===== config.mk =====
export PLATFORM = sky130hd
export DESIGN_NAME = icache_flat
export DESIGN_NICKNAME = d
export VERILOG_FILES = /design/src/rtl/icache_if.sv /design/src/rtl/icache.sv /design/src/flat_wrapper.sv
export SDC_FILE = /design/constraint.sdc
export NUM_CORES = 1
export LEC_CHECK = 0
export CORE_MARGIN = 10
export CORE_UTILIZATION = 55
export DETAILED_ROUTE_END_ITERATION = 6
export PLACE_DENSITY = 0.82
export SLEW_MARGIN = 25
export SYNTH_ARGS = -nofsm -noshare
export SYNTH_HDL_FRONTEND = slang
export SYNTH_SLANG_ARGS = --single-unit

===== constraint.sdc =====
create_clock -name CLK -period 16.79 [get_ports CLK]
set_input_delay 3.358 -clock CLK [delete_from_list [all_inputs] [get_ports CLK]]
set_output_delay 3.358 -clock CLK [all_outputs]
set_load 0.1 [all_outputs]

===== src/rtl/icache_if.sv =====
// icache_if: CPU fetch port and block-wide instruction memory port of the icache.
// The master modport is the surrounding system (CPU plus memory); the slave
// modport is the cache itself.
interface icache_if;
    // CPU fetch side
    logic         READ;
    logic [31:0]  PC;
    logic [31:0]  INSTRUCTION;
    logic         BUSYWAIT;
    // Instruction memory side
    logic         MEM_READ;
    logic [5:0]   MEM_ADDRESS;
    logic [127:0] MEM_READDATA;
    logic         MEM_BUSYWAIT;

    modport master (
        output READ, PC, MEM_READDATA, MEM_BUSYWAIT,
        input  INSTRUCTION, BUSYWAIT, MEM_READ, MEM_ADDRESS
    );

    modport slave (
        input  READ, PC, MEM_READDATA, MEM_BUSYWAIT,
        output INSTRUCTION, BUSYWAIT, MEM_READ, MEM_ADDRESS
    );
endinterface


===== src/rtl/icache.sv =====
// icache: direct-mapped, read-only instruction cache, 8 lines of 16 bytes.
// Hits return in the same cycle; a miss stalls the CPU with BUSYWAIT while the
// block is fetched over a busy-wait handshake and installed.
// Optional feature macro: ICACHE_STATS_EN adds saturating HIT_COUNT/MISS_COUNT.
module icache (
    input  logic        CLK,
    input  logic        RESET,
    icache_if.slave     bus
`ifdef ICACHE_STATS_EN
    ,
    output logic [15:0] HIT_COUNT,
    output logic [15:0] MISS_COUNT
`endif
);
    localparam int NUM_BLOCKS  = 8;
    localparam int BLOCK_WORDS = 4;
    localparam int IDX_W       = $clog2(NUM_BLOCKS);
    localparam int OFF_W       = $clog2(BLOCK_WORDS);
    localparam int TAG_W       = 3;
    localparam int LINE_W      = 32 * BLOCK_WORDS;

    typedef enum logic [1:0] {
        IDLE,
        FETCH,
        UPDATE
    } state_t;

    state_t state;
    state_t next_state;

    // Line storage: data and tag carry no reset, only the valid bits do.
    logic [LINE_W-1:0]      data_array [NUM_BLOCKS];
    logic [TAG_W-1:0]       tag_array  [NUM_BLOCKS];
    logic [NUM_BLOCKS-1:0]  valid;
    logic [TAG_W+IDX_W-1:0] miss_addr;

    // Address split of the presented PC.
    logic [TAG_W-1:0] pc_tag;
    logic [IDX_W-1:0] pc_index;
    logic [OFF_W-1:0] pc_offset;
    logic             unused_pc_bits;

    assign pc_tag         = bus.PC[9:7];
    assign pc_index       = bus.PC[6:4];
    assign pc_offset      = bus.PC[3:2];
    assign unused_pc_bits = ^{bus.PC[31:10], bus.PC[1:0]};

    // The line being filled is always the latched miss, never the live PC.
    logic [TAG_W-1:0] fill_tag;
    logic [IDX_W-1:0] fill_index;

    assign {fill_tag, fill_index} = miss_addr;

    logic              hit;
    logic              miss;
    logic              fill;
    logic              mem_read;
    logic              busywait;
    logic [LINE_W-1:0] sel_line;

    assign hit      = bus.READ & valid[pc_index] & (tag_array[pc_index] == pc_tag);
    assign sel_line = data_array[pc_index];
    assign miss     = (state == IDLE) & bus.READ & ~hit;
    assign fill     = (state == FETCH) & ~bus.MEM_BUSYWAIT;

    assign bus.INSTRUCTION = hit ? sel_line[{pc_offset, 5'b0} +: 32] : 32'h0;
    assign bus.BUSYWAIT    = busywait;
    assign bus.MEM_READ    = mem_read;
    assign bus.MEM_ADDRESS = mem_read ? miss_addr : '0;

    // State register; reset abandons any fill in flight at once.
    // NOTE: sequential state uses non-blocking assignments so every flop samples pre-edge values.
    always_ff @(posedge CLK or negedge RESET) begin
        if (!RESET) begin
            state <= IDLE;
        end else begin
            state <= next_state;
        end
    end

    // Next state and handshake outputs.
    // NOTE: every output gets a default first so no path through the case infers a latch.
    always_comb begin
        next_state = state;
        mem_read   = 1'b0;
        busywait   = 1'b0;
        case (state)
            IDLE: begin
                busywait = miss;
                if (miss) begin
                    next_state = FETCH;
                end
            end
            FETCH: begin
                mem_read = 1'b1;
                busywait = 1'b1;
                if (!bus.MEM_BUSYWAIT) begin
                    next_state = UPDATE;
                end
            end
            UPDATE: begin
                busywait   = 1'b1;
                next_state = IDLE;
            end
            default: begin
                next_state = IDLE;
            end
        endcase
    end

    // Miss address capture and valid bits.
    always_ff @(posedge CLK or negedge RESET) begin
        if (!RESET) begin
            valid     <= '0;
            miss_addr <= '0;
        end else begin
            if (miss) begin
                miss_addr <= bus.PC[9:4];
            end
            if (fill) begin
                valid[fill_index] <= 1'b1;
            end
        end
    end

    // Line install on fill completion.
    // NOTE: data and tag arrays are not reset; valid alone gates their use, so they stay plain RAM.
    always_ff @(posedge CLK) begin
        if (fill) begin
            data_array[fill_index] <= bus.MEM_READDATA;
            tag_array[fill_index]  <= fill_tag;
        end
    end

`ifdef ICACHE_STATS_EN
    // Saturating hit/miss counters; the post-fill re-lookup counts as a hit.
    always_ff @(posedge CLK or negedge RESET) begin
        if (!RESET) begin
            HIT_COUNT  <= '0;
            MISS_COUNT <= '0;
        end else begin
            if ((state == IDLE) && hit && (HIT_COUNT != 16'hFFFF)) begin
                HIT_COUNT <= HIT_COUNT + 16'd1;
            end
            if (miss && (MISS_COUNT != 16'hFFFF)) begin
                MISS_COUNT <= MISS_COUNT + 16'd1;
            end
        end
    end
`endif

endmodule


===== src/flat_wrapper.sv =====
// flat-port wrapper written by rule: the top's interface ports become plain ports
module icache_flat 
  (CLK, RESET, bus_READ, bus_PC, bus_MEM_READDATA, bus_MEM_BUSYWAIT, bus_INSTRUCTION, bus_BUSYWAIT, bus_MEM_READ, bus_MEM_ADDRESS);
  icache_if bus_i ();
  input  logic CLK;
  input  logic RESET;
  input wire logic [$bits(bus_i.READ)-1:0] bus_READ;
  input wire logic [$bits(bus_i.PC)-1:0] bus_PC;
  input wire logic [$bits(bus_i.MEM_READDATA)-1:0] bus_MEM_READDATA;
  input wire logic [$bits(bus_i.MEM_BUSYWAIT)-1:0] bus_MEM_BUSYWAIT;
  output wire logic [$bits(bus_i.INSTRUCTION)-1:0] bus_INSTRUCTION;
  output wire logic [$bits(bus_i.BUSYWAIT)-1:0] bus_BUSYWAIT;
  output wire logic [$bits(bus_i.MEM_READ)-1:0] bus_MEM_READ;
  output wire logic [$bits(bus_i.MEM_ADDRESS)-1:0] bus_MEM_ADDRESS;
  assign bus_i.READ = bus_READ;
  assign bus_i.PC = bus_PC;
  assign bus_i.MEM_READDATA = bus_MEM_READDATA;
  assign bus_i.MEM_BUSYWAIT = bus_MEM_BUSYWAIT;
  assign bus_INSTRUCTION = bus_i.INSTRUCTION;
  assign bus_BUSYWAIT = bus_i.BUSYWAIT;
  assign bus_MEM_READ = bus_i.MEM_READ;
  assign bus_MEM_ADDRESS = bus_i.MEM_ADDRESS;
  icache u_core (.CLK(CLK), .RESET(RESET), .bus(bus_i));
endmodule

==> results.md, run 1 <==
* Hold Path Class: register to register
* Area share of the largest cell type after synthesis at 0.7723
* Worst-skew pair later-pin latency at 660 ps
* Cell area after synthesis at 40,750 µm²
* First-pass GRT wire length at between 100,000 and 150,000 µm
* Post-route insts no fill at a little under 3,000
* Final hold slack at 475.8 ps
* Syn Nets at 1,888
* Most frequent cells in the layout: 1,048 x edfxtp_1, 295 x mux4_2, 174 x clkdlybuf4s50_1
* Status: finished, final reports clean
* Slew @ Worst Pin at 1068 ps
* Critical path's top delay family: buffers and inverters
* WL/cell at roughly 30 µm
* Total CTS buffers at 98
* Port buffer count at about 180
* Pin count of the biggest net entering global routing at 137
* Core area at 73,210 µm²
* Cell Rows at 99
* Top cells by area, synth: edfxtp_1 77%, mux4_2 16%, a211oi_1 1.2%, dfrtp_1 0.98%, mux2i_1 0.88%
* Routed vias/inst at 6.379
* Buffer count from post-CTS setup fixing at 0
* Syn_area_per_cell at around 24 µm²
* Sequential area share after synthesis at 0.7822
* Nets at around 2,100
* Crit start category: input port
* Vias in the first global route at between 15,000 and 20,000
* Detailed Routing Iterations Pass 1 at 7
* Cells after DPL at roughly 2,800
* Cts repair resizes at 0
* CP max stage cell: clkdlybuf4s50_1
* Max Root-Sink Buffers at 3
* Root Driver: clkbuf_16
* Final worst path period need at approximately 11,000 ps
* Ys flop type: edfxtp_1
* Final period utilization at 0.6829
* Power density over the cells at between 100 and 150 nW/µm²
* Fmax at 87.21 MHz
* Worst path bufs/invs at 3
* Hold-fix buffers, CTS at 0
* Unrepaired setup endpoints after global routing: false
* CP endpoint kind: primary output
* Crit path arrival time at about 8100 ps
* Synthesis-stage register bit count at 1,064
* CTS sink count at 1,064
* Dominant cell type by area after synthesis: edfxtp_1
* Worst Path Max Fanout at 80
* Synth cell types at 36
* Grt ovf at 0
* Die H at between 200 and 300 µm
* I/O pin count at between 200 and 250
* CTS tree: yes
* Iter 0 DRT Violations at 2,257
* HPWL Detailed at around 43,000 µm
* Pleak at roughly 14 nW
* Post-Place Cell Area at around 44,000 µm²
* GPL Wtd Cong at about 0.74
* Critical Path Max Stage Delay at between 1000 and 1500 ps
* Starting density of the core at 0.5566
* Asr flop ratio synth at 0.01504
* CTS HTree Levels at 3
* Slew Viols, Final at 0
* Total number of vias at approximately 19,000
* Synth warn at 0
* Area delta synth->final at 14.43%
* Max VDD drop at around 0.000070 V
* Share of cells above drive strength 1 at 0.2390
* Critical path class: input port to primary output
* Detailed Route WL at roughly 90,000 µm
* Fill cells at approximately 4,400
* Reg clk slew, reported paths at 60 ps
* Most common cell after layout, fill and taps aside: edfxtp_1
* CP Cell Sequence: buf_6, buf_4, mux4_2, mux2_2, nand2_1, nor4b_4, nand2_2, nor2_1, clkdlybuf4s50_1
* EDFF count, synth at ~1,000
* Max-slew headroom at the worst pin at 0.2880
* Clock Skew at between 20 and 30 ps
* Initial antenna violation count at 22
* Mapped Cells at roughly 1,700
* Die X at between 200 and 300 µm
* Final Hold Violating Endpoints at 0
* DRC at 0
* MaxCap Viol Count at 0
* Die footprint at 85,370 µm²
* Critical Path RT at 13,430 ps
* Antenna Nets Post-Route at 0
* Total GRT Usage at 0.2078
* Design area at about 47,000 µm²
* # setup viols final at 0
## cell families after synthesis
group | after synthesis | share of synthesized area
AO/OA/AOI/OAI | 103 | 0.01717
XOR/XNOR | 2 | 0.0004300
adder cells (fa/ha/maj) | 4 | 0.001228
buffers and inverters | 104 | 0.01105
flip-flops | 1064 | 0.7822
multiplexers | 340 | 0.1747
AND/OR/NAND/NOR | 103 | 0.01330
## per-stage QoR
stage          total power, mW  setup WS (ps)  setup TNS, ps  utilization
2_1_floorplan            3.649         -382.9         -24630            -
3_3_place_gp             3.804           5308              0       0.5957
3_5_place_dp             3.836           5336              0       0.5957
4_1_cts                  5.910           5306              0       0.6365
5_1_grt                  6.056           5176              0       0.6368
6_report                 5.878           5323              0       0.6369
## sequential cells by signal, indices dropped and copies added, names as in the netlist
| register | flops |
|---|---|
| u_core.valid | 8 |
| u_core.tag_array | 24 |
| u_core.state | 2 |
| u_core.miss_addr | 6 |
| u_core.data_array | 1024 |
## metal layers
layer / up-vias / GRT usage / share of wire
met5: - / 0 / 0.0018
met4: 24 / 0.06199 / 0.022
met3: 146 / 0.04272 / 0.088
met2: 984 / 0.3310 / 0.50
met1: 9993 / 0.2907 / 0.39
li1: 7766 / - / -
## cell type report
cell class              instances  area, µm²  area share
clock buffers                 121       2570     0.05512
repair buffers                195       2044     0.04385
flip-flops and latches       1064      31870      0.6836
inverters                       5      18.77   0.0004025
diodes                         10      25.02   0.0005367
multi-input cells             552       8481      0.1819
clock inverters                59      415.4    0.008909
well taps                     959       1200     0.02574
## report_power, final
| group | leakage, nW | internal, mW | switching, mW |
|---|---|---|---|
| logic | 3.35 | 0.221 | 0.387 |
| registers | 9.63 | 3.12 | 0.0621 |
| clock network | 1.47 | 1.16 | 0.925 |
## worst paths after layout
kind                                         from                  end  slack [ps]  cells after the start
setup / recovery                        bus_PC[6]  bus_INSTRUCTION[23]        5320                      9
hold / removal                    u_core.valid[1]      u_core.valid[1]         480                      1
setup reg to reg           u_core.tag_array[2][1]      u_core.state[0]       14000                      7
hold reg to reg                   u_core.valid[1]      u_core.valid[1]         480                      1
max in group asynchronous                   RESET  u_core.miss_addr[2]       13130                      1
min in group asynchronous                   RESET      u_core.state[0]        3180                      1
## cells in the mapped netlist, types with 2 or more instances
cell type / number
mux2_2: 3
a21oi_1: 32
and2_1: 6
mux2_4: 3
mux2_1: 3
inv_1: 5
nor2_1: 40
buf_4: 2
nand2_1: 7
mux2i_1: 36
nor2b_1: 32
or2_2: 8
dfrtp_1: 16
buf_2: 36
nand2b_1: 3
edfxtp_1: 1048
a211oi_1: 63
clkbuf_1: 55
nor4_1: 2
mux4_2: 295
nor3_1: 3
ha_1: 4
buf_1: 5
## worst reg2reg max path, stage by stage, from the launching register on
cell and delay [ps]:
edfxtp_1 380, mux4_2 460, mux2i_1 180, xnor2_1 120
nor4b_4 320, nand2_2 640, a311o_1 550, nand2_1 80
Note: power is estimated with default switching activity, not from simulation.
==> run 2, diff against run 1 <==
==> constraint.sdc (replaced) <==
create_clock -name CLK -period 11.8 [get_ports CLK]
set_input_delay 2.36 -clock CLK [delete_from_list [all_inputs] [get_ports CLK]]
set_output_delay 2.36 -clock CLK [all_outputs]
set_load 0.1 [all_outputs]
==> run 2 against run 1 <==
Global-route usage increased by 0.16 points. Core utilization increased by 0.36 points. Register-to-register slack got worse by 5000 ps. Sequential share of layout area decreased by 0.39 points. Clock-buffer cell count decreased by 3. Combinational power increased by 43%. Design area increased by 0.57%. Worst setup slack got worse by 2800 ps. Largest power group unchanged.
==> results.md, run 2 (synthesis gave the netlist of run 1 again) <==
* Buffer count from post-CTS setup fixing at 0 (unchanged)
* MaxCap Viol Count at 0 (unchanged)
* Hold Path Class: register to register (unchanged)
* Final Hold Violating Endpoints at 0 (unchanged)
* Vias in the first global route at 19,270 (was 19,330)
* # setup viols final at 0 (unchanged)
* Detailed Route WL at 90,110 µm (was 89,680 µm)
* Combinational Power Share at 0.101 (was 0.104)
* Slew Viols, Final at 0 (unchanged)
* Cts repair resizes at 0 (unchanged)
* Share of cells above drive strength 1 at 0.2415 (was 0.2390)
* Design area at 46,890 µm² (was 46,620 µm²)
* Total GRT Usage at 0.2094 (was 0.2078)
* Critical path's top delay family: buffers and inverters (unchanged)
* Die footprint at 85,370 µm² (unchanged)
* Cell Rows at 99 (unchanged)
* Largest register FFs at 1,024 (unchanged)
* Clock Skew at 22.56 ps (was 28.75 ps)
* Antenna Nets Post-Route at 0 (unchanged)
* NetSw at 1.986 mW (was 1.375 mW)
* Status: finished, final reports clean (unchanged)
* Pin count of the biggest net entering global routing at 139 (was 137)
* Detailed Routing Iterations Pass 1 at 5 (was 7)
* Unrepaired setup endpoints after global routing: false (unchanged)
* Reg clk slew, reported paths at 60 ps (about the same)
* Die X at 292.2 µm (unchanged)
* Area delta synth->final at 15.08% (was 14.43%)
* CP max stage cell: clkdlybuf4s50_1 (unchanged)
* Critical Path Max Stage Delay at 1180 ps (was 1210 ps)
* Power consumption at 8.557 mW (was 5.878 mW)
* Fin util at 0.6405 (was 0.6369)
* Max-slew headroom at the worst pin at 0.2932 (was 0.2880)
* First-pass GRT wire length at 133,400 µm (was 132,300 µm)
* Post-Place Cell Area at 43,620 µm² (was 43,610 µm²)
* Post-route insts no fill at 2,969 (was 2,965)
* Final hold slack at 473.0 ps (was 475.8 ps)
* Crit path top cell by count: buf_4
* CTS HTree Levels at 3 (unchanged)
* Root Driver: clkbuf_16 (unchanged)
* CTS sink count at 1,064 (unchanged)
* Final period utilization at 0.7859
* Worst-skew pair later-pin latency at 660 ps (about the same)
* Crit start category: input port (unchanged)
* Critical path class: input port to primary output (unchanged)
* CP endpoint kind: primary output (unchanged)
* Clock share of power at 0.370 (was 0.355)
* Initial antenna violation count at 32 (was 22)
* CTS tree: yes (unchanged)
* Cells after DPL at 2,778 (was 2,775)
* Most common cell after layout, fill and taps aside: edfxtp_1 (unchanged)
* Starting density of the core at 0.5566 (unchanged)
* Critical Path RT at 9440 ps (was 13,430 ps)
* HPWL Detailed at 43,820 µm (was 43,270 µm)
* CP Cell Sequence: buf_6, buf_4, buf_4, mux4_2, mux2i_1, a211oi_1, a21oi_1, nor2_1, clkdlybuf4s50_1 (was buf_6, buf_4, mux4_2, mux2_2, nand2_1, nor4b_4, nand2_2, nor2_1, clkdlybuf4s50_1)
* WL/cell at 30.35 µm (was 30.25 µm)
* Power density over the cells at 182.5 nW/µm² (was 126.1 nW/µm²)
* Max VDD drop at 0.0001057 V (was 0.00006986 V)
* Worst Path Max Fanout at 79 (was 80)
* DRC at 0 (unchanged)
* Most frequent cells in the layout: 1,048 x edfxtp_1, 295 x mux4_2, 174 x clkdlybuf4s50_1 (unchanged)
* Fmax at 107.8 MHz
* I/O pin count at 204 (unchanged)
* Max Root-Sink Buffers at 3 (unchanged)
* Flop pwr share at 0.529 (was 0.541)
* Die H at 292.2 µm (unchanged)
* Top flop regs: u_core.data_array x1024, u_core.tag_array x24, u_core.valid x8 (unchanged)
* Total number of vias at 19,000 (was 18,910)
* Hold-fix buffers, CTS at 0 (unchanged)
* Port buffer count at 179 (unchanged)
* Grt ovf at 0 (unchanged)
* Cell-internal power at 6.571 mW (was 4.503 mW)
* Iter 0 DRT Violations at 2,309 (was 2,257)
* Routed vias/inst at 6.399 (was 6.379)
* Total CTS buffers at 98 (unchanged)
* Largest register by flop count: u_core.data_array (unchanged)
* Nets at 2,088 (was 2,084)
* Worst path bufs/invs at 4 (was 3)
* Final worst path period need at roughly 9000 ps
* Slew @ Worst Pin at 1060 ps (was 1068 ps)
* Crit path arrival time at 6910 ps (was 8110 ps)
* GPL Wtd Cong at 0.7599 (was 0.7400)
* Core area at 73,210 µm² (unchanged)
* Switch share at 0.2321 (was 0.2339)
* Pleak at 14.56 nW (was 14.45 nW)
==> run 2: cell types whose count changed in the layout (fill, tap and decap cells not counted), moves of 2 or more <==
cell,previous run,this run
clkinv_2,22,13
buf_4,6,10
bufinv_16,5,12
clkinv_4,0,2
clkbuf_1,21,18
clkinv_8,0,3
==> run 2: worst reg2reg max path: cells and delay by family (launching register included) <==
kind / cells / cell delay (ps)
buffers and inverters: 2 / 770
and+or+nand+nor: 2 / 660
DFF: 1 / 400
adders and majority gates: 1 / 390
==> run 2: routing by layer <==
layer | global-route usage | part of all wire
met3 | 0.05585 | 0.093
met2 | 0.3339 | 0.50
met1 | 0.2834 | 0.38
met4 | 0.06249 | 0.022
met5 | 0 | 0.0032
==> run 2: path summary, 6_finish.rpt <==
| kind | from | endpoint | slack [ps] | depth (start not counted) |
|---|---|---|---|---|
| setup / recovery | bus_PC[6] | bus_INSTRUCTION[28] | 2530 | 9 |
| hold / removal | u_core.valid[4] | u_core.valid[4] | 470 | 1 |
| setup reg to reg | u_core.state[1] | u_core.data_array[4][87] | 8990 | 5 |
| hold reg to reg | u_core.valid[4] | u_core.valid[4] | 470 | 1 |
| max in group asynchronous | RESET | u_core.valid[5] | 9140 | 1 |
| min in group asynchronous | RESET | u_core.valid[3] | 2170 | 1 |
==> run 2: power by group through the flow <==
stage               logic, mW  registers (mW)  clock network (mW)
detailed placement      0.865            4.59                   0
global route            0.918            4.54                3.35
global placement        0.847            4.57                   0
floorplan               0.567            4.63                   0
CTS                     0.876            4.52                3.20
finish                  0.868            4.53                3.16
==> run 2: metrics by stage <==
step           TNS [ps]  setup slack (ps)
2_1_floorplan  -1228730             -4375
3_3_place_gp          0              2571
3_5_place_dp          0              2520
4_1_cts               0              2460
5_1_grt               0              2254
6_report              0              2527
==> run 2: final cells by class <==
class                      instances  area (µm²)
inverter                           5       18.77
timing repair buffer             199        2082
clock inverter                    62       643.1
sequential                      1064       31870
multi-input combinational        552        8481
clock buffer                     118        2570
fill                            4409       26320
tap                              959        1200
antenna                           10       25.02
==> run 3, diff against run 2 <==
--- a/config.mk
+++ b/config.mk
@@ -6,9 +6,9 @@
 export NUM_CORES = 1
 export LEC_CHECK = 0
 export CORE_MARGIN = 10
-export CORE_UTILIZATION = 55
+export CORE_UTILIZATION = 54
 export DETAILED_ROUTE_END_ITERATION = 6
-export PLACE_DENSITY = 0.82
+export PLACE_DENSITY = 0.84
 export SLEW_MARGIN = 25
 export SYNTH_ARGS = -nofsm -noshare
 export SYNTH_HDL_FRONTEND = slang
==> constraint.sdc (replaced) <==
create_clock -name CLK -period 7.81 [get_ports CLK]
set_input_delay 1.562 -clock CLK [delete_from_list [all_inputs] [get_ports CLK]]
set_output_delay 1.562 -clock CLK [all_outputs]
set_load 0.1 [all_outputs]
==> run 3 against run 2 <==
Largest power group unchanged. Worst setup slack worse by 1200 ps. Critical path type unchanged. Design area down 0.22%. Core utilization down 1.3 points. Largest cell class unchanged. Critical path depth unchanged. Via count down 0.65%. Register-to-register slack worse by 4500 ps.
==> results.md, run 3 (synthesis gave the netlist of run 1 again) <==
* Slew Viols, Final at 0 (unchanged)
* Pleak at 14.63 nW (was 14.56 nW)
* Iter 0 DRT Violations at 1,927 (was 2,309)
* Status: finished, final reports clean (unchanged)
* Share of cells above drive strength 1 at 0.2569 (was 0.2415)
* Clock Skew at 11.03 ps (was 22.56 ps)
* Final period utilization at 0.8326
* I/O pin count at 204 (unchanged)
* Worst Min Path Start: u_core.valid[3] (was u_core.valid[4])
* Max Root-Sink Buffers at 3 (unchanged)
* Critical Path RT at 6250 ps (was 9440 ps)
* Critical path class: input port to primary output (unchanged)
* Total GRT Usage at 0.2043 (was 0.2094)
* Largest register FFs at 1,024 (unchanged)
* Reg2Reg Depth at 6 (was 5)
* Final Hold Violating Endpoints at 0 (unchanged)
* Crit path top cell by count: buf_4 (unchanged)
* Largest register by flop count: u_core.data_array (unchanged)
* Detailed Routing Iterations Pass 1 at 5 (unchanged)
* Vias in the first global route at 19,570 (was 19,270)
* Die footprint at 86,850 µm² (was 85,370 µm²)
* Worst Hold End: u_core.valid[3] (was u_core.valid[4])
* Buffer count from post-CTS setup fixing at 0 (unchanged)
* CP max stage cell: mux4_2 (was clkdlybuf4s50_1)
* Core area at 74,570 µm² (was 73,210 µm²)
* Setup TNS at 0 ps (unchanged)
* Crit start category: input port (unchanged)
* Total CTS buffers at 99 (was 98)
* Port buffer count at 179 (unchanged)
* Top flop regs: u_core.data_array x1024, u_core.tag_array x24, u_core.valid x8 (unchanged)
* Hold Path Class: register to register (unchanged)
* Critical Path Max Stage Delay at 580 ps (was 1180 ps)
* Slew @ Worst Pin at 1050 ps (was 1060 ps)
* Final hold slack at 466.6 ps (was 473.0 ps)
* Power consumption at 12.75 mW (was 8.557 mW)
* RR Endpoint: u_core.data_array[4][26] (was u_core.data_array[4][87])
* Initial antenna violation count at 22 (was 32)
* WL/cell at 29.62 µm (was 30.35 µm)
* CTS HTree Levels at 3 (unchanged)
* Met1 GRT Util at 0.2799 (was 0.2834)
* Gr busiest metal: met2 (unchanged)
* CP Cell Sequence: buf_8, mux4_2, mux2i_1, xnor2_1, nor4b_4, nand2_2, buf_4, nor2_1, buf_4 (was buf_6, buf_4, buf_4, mux4_2, mux2i_1, a211oi_1, a21oi_1, nor2_1, clkdlybuf4s50_1)
* Crit path arrival time at 4940 ps (was 6910 ps)
* Worst reg2reg setup slack at 4530 ps (was 8990 ps)
* Met3 global-route usage at 0.04266 (was 0.05585)
* RR Startpoint: u_core.state[1] (unchanged)
* Starting density of the core at 0.5464 (was 0.5566)
* Total number of vias at 18,880 (was 19,000)
* GPL Wtd Cong at 0.7363 (was 0.7599)
* Critical path's top delay family: buffers and inverters (unchanged)
* Detailed Route WL at 88,460 µm (was 90,110 µm)
* Hold-fix buffers, CTS at 0 (unchanged)
* Final worst path period need at around 6500 ps
* CTS sink count at 1,064 (unchanged)
* Most common cell after layout, fill and taps aside: edfxtp_1 (unchanged)
* Root Driver: clkbuf_16 (unchanged)
* CTS tree: yes (unchanged)
* Antenna Nets Post-Route at 0 (unchanged)
* Worst-skew pair later-pin latency at 650 ps (was 660 ps)
* # setup viols final at 0 (unchanged)
* Fmax at approximately 150 MHz
* Global Route met2 Usage at 0.3254 (was 0.3339)
* DRC at 0 (unchanged)
* Power density over the cells at 272.5 nW/µm² (was 182.5 nW/µm²)
* Worst Path Max Fanout at 62 (was 79)
* Worst hold path depth at 1 (unchanged)
* Die X at 294.7 µm (was 292.2 µm)
* Cts repair resizes at 0 (unchanged)
* Unrepaired setup endpoints after global routing: false (unchanged)
* Reg clk slew, reported paths at 60 ps (about the same)
* Worst path bufs/invs at 3 (was 4)
* Cell Rows at 100 (was 99)
* Fill cells at 4,747 (was 4,409)
* Max VDD drop at 0.0001994 V (was 0.0001057 V)
* Area delta synth->final at 14.83% (was 15.08%)
* Grt ovf at 0 (unchanged)
* Most frequent cells in the layout: 1,048 x edfxtp_1, 295 x mux4_2, 141 x clkdlybuf4s50_1 (was 1,048 x edfxtp_1, 295 x mux4_2, 174 x clkdlybuf4s50_1)
* Max-slew headroom at the worst pin at 0.2998 (was 0.2932)
* MaxCap Viol Count at 0 (unchanged)
* Pin count of the biggest net entering global routing at 131 (was 139)
* Routed vias/inst at 6.319 (was 6.399)
* Die H at 294.7 µm (was 292.2 µm)
* HPWL Detailed at 45,410 µm (was 43,820 µm)
* CP endpoint kind: primary output (unchanged)
* Nets at 2,096 (was 2,088)
* First-pass GRT wire length at 130,600 µm (was 133,400 µm)
==> run 3: cell count changes in the layout (fill, tap and decap cells not counted), sizes merged <==
cell           delta
bufinv            -5
clkdlybuf4s50    -33
clkinv            -1
diode             +3
buf              +39
clkinvlp          -2
clkbuf           +10
inv               -3
==> run 3: worst max-delay path by stage <==
stage,start,to,slack (ps),depth (start not counted)
after floorplan,bus_MEM_BUSYWAIT,u_core.valid[0],-1860,3
after global placement,bus_PC[4],bus_INSTRUCTION[22],1230,9
after detailed placement,bus_PC[4],bus_INSTRUCTION[27],1240,9
after CTS,bus_PC[4],bus_INSTRUCTION[27],1230,9
after global routing,bus_PC[4],bus_INSTRUCTION[27],1050,9
final,bus_PC[4],bus_INSTRUCTION[27],1310,9
==> run 3: layout make-up <==
type                       instances  area, µm²  share of cell area
antenna                           13      32.53           0.0006953
clock buffer                     127       2646             0.05656
clock inverter                    51      440.4            0.009413
inverter                           5      18.77           0.0004011
multi-input combinational        552       8511              0.1819
sequential                      1064      31870              0.6812
tap                              969       1212             0.02591
timing repair buffer             206       2057             0.04396
==> run 3: per-stage QoR <==
stage / worst slack [ps] / instances / util / cell area [µm²]
after global placement: 1230 / 2794 / 0.5851 / 43630
after floorplan: -1858 / 1720 / - / 40770
final: 1307 / 2987 / 0.6274 / 46790
after CTS: 1234 / 2972 / 0.6265 / 46720
after detailed placement: 1239 / 2794 / 0.5851 / 43630
after global routing: 1052 / 2985 / 0.6274 / 46780
==> run 3: per-layer routing <==
| layer | routed length (µm) | vias up |
|---|---|---|
| li1 | - | 7806 |
| met1 | 35090 | 10070 |
| met2 | 44290 | 829 |
| met3 | 6769 | 151 |
| met4 | 2186 | 20 |
| met5 | 133 | - |
==> run 3: report_power, final <==
group          internal [mW]  switching (mW)  leakage [nW]
clock                   2.62            1.98          1.51
sequential              6.70           0.137          9.63
combinational          0.477           0.836          3.50
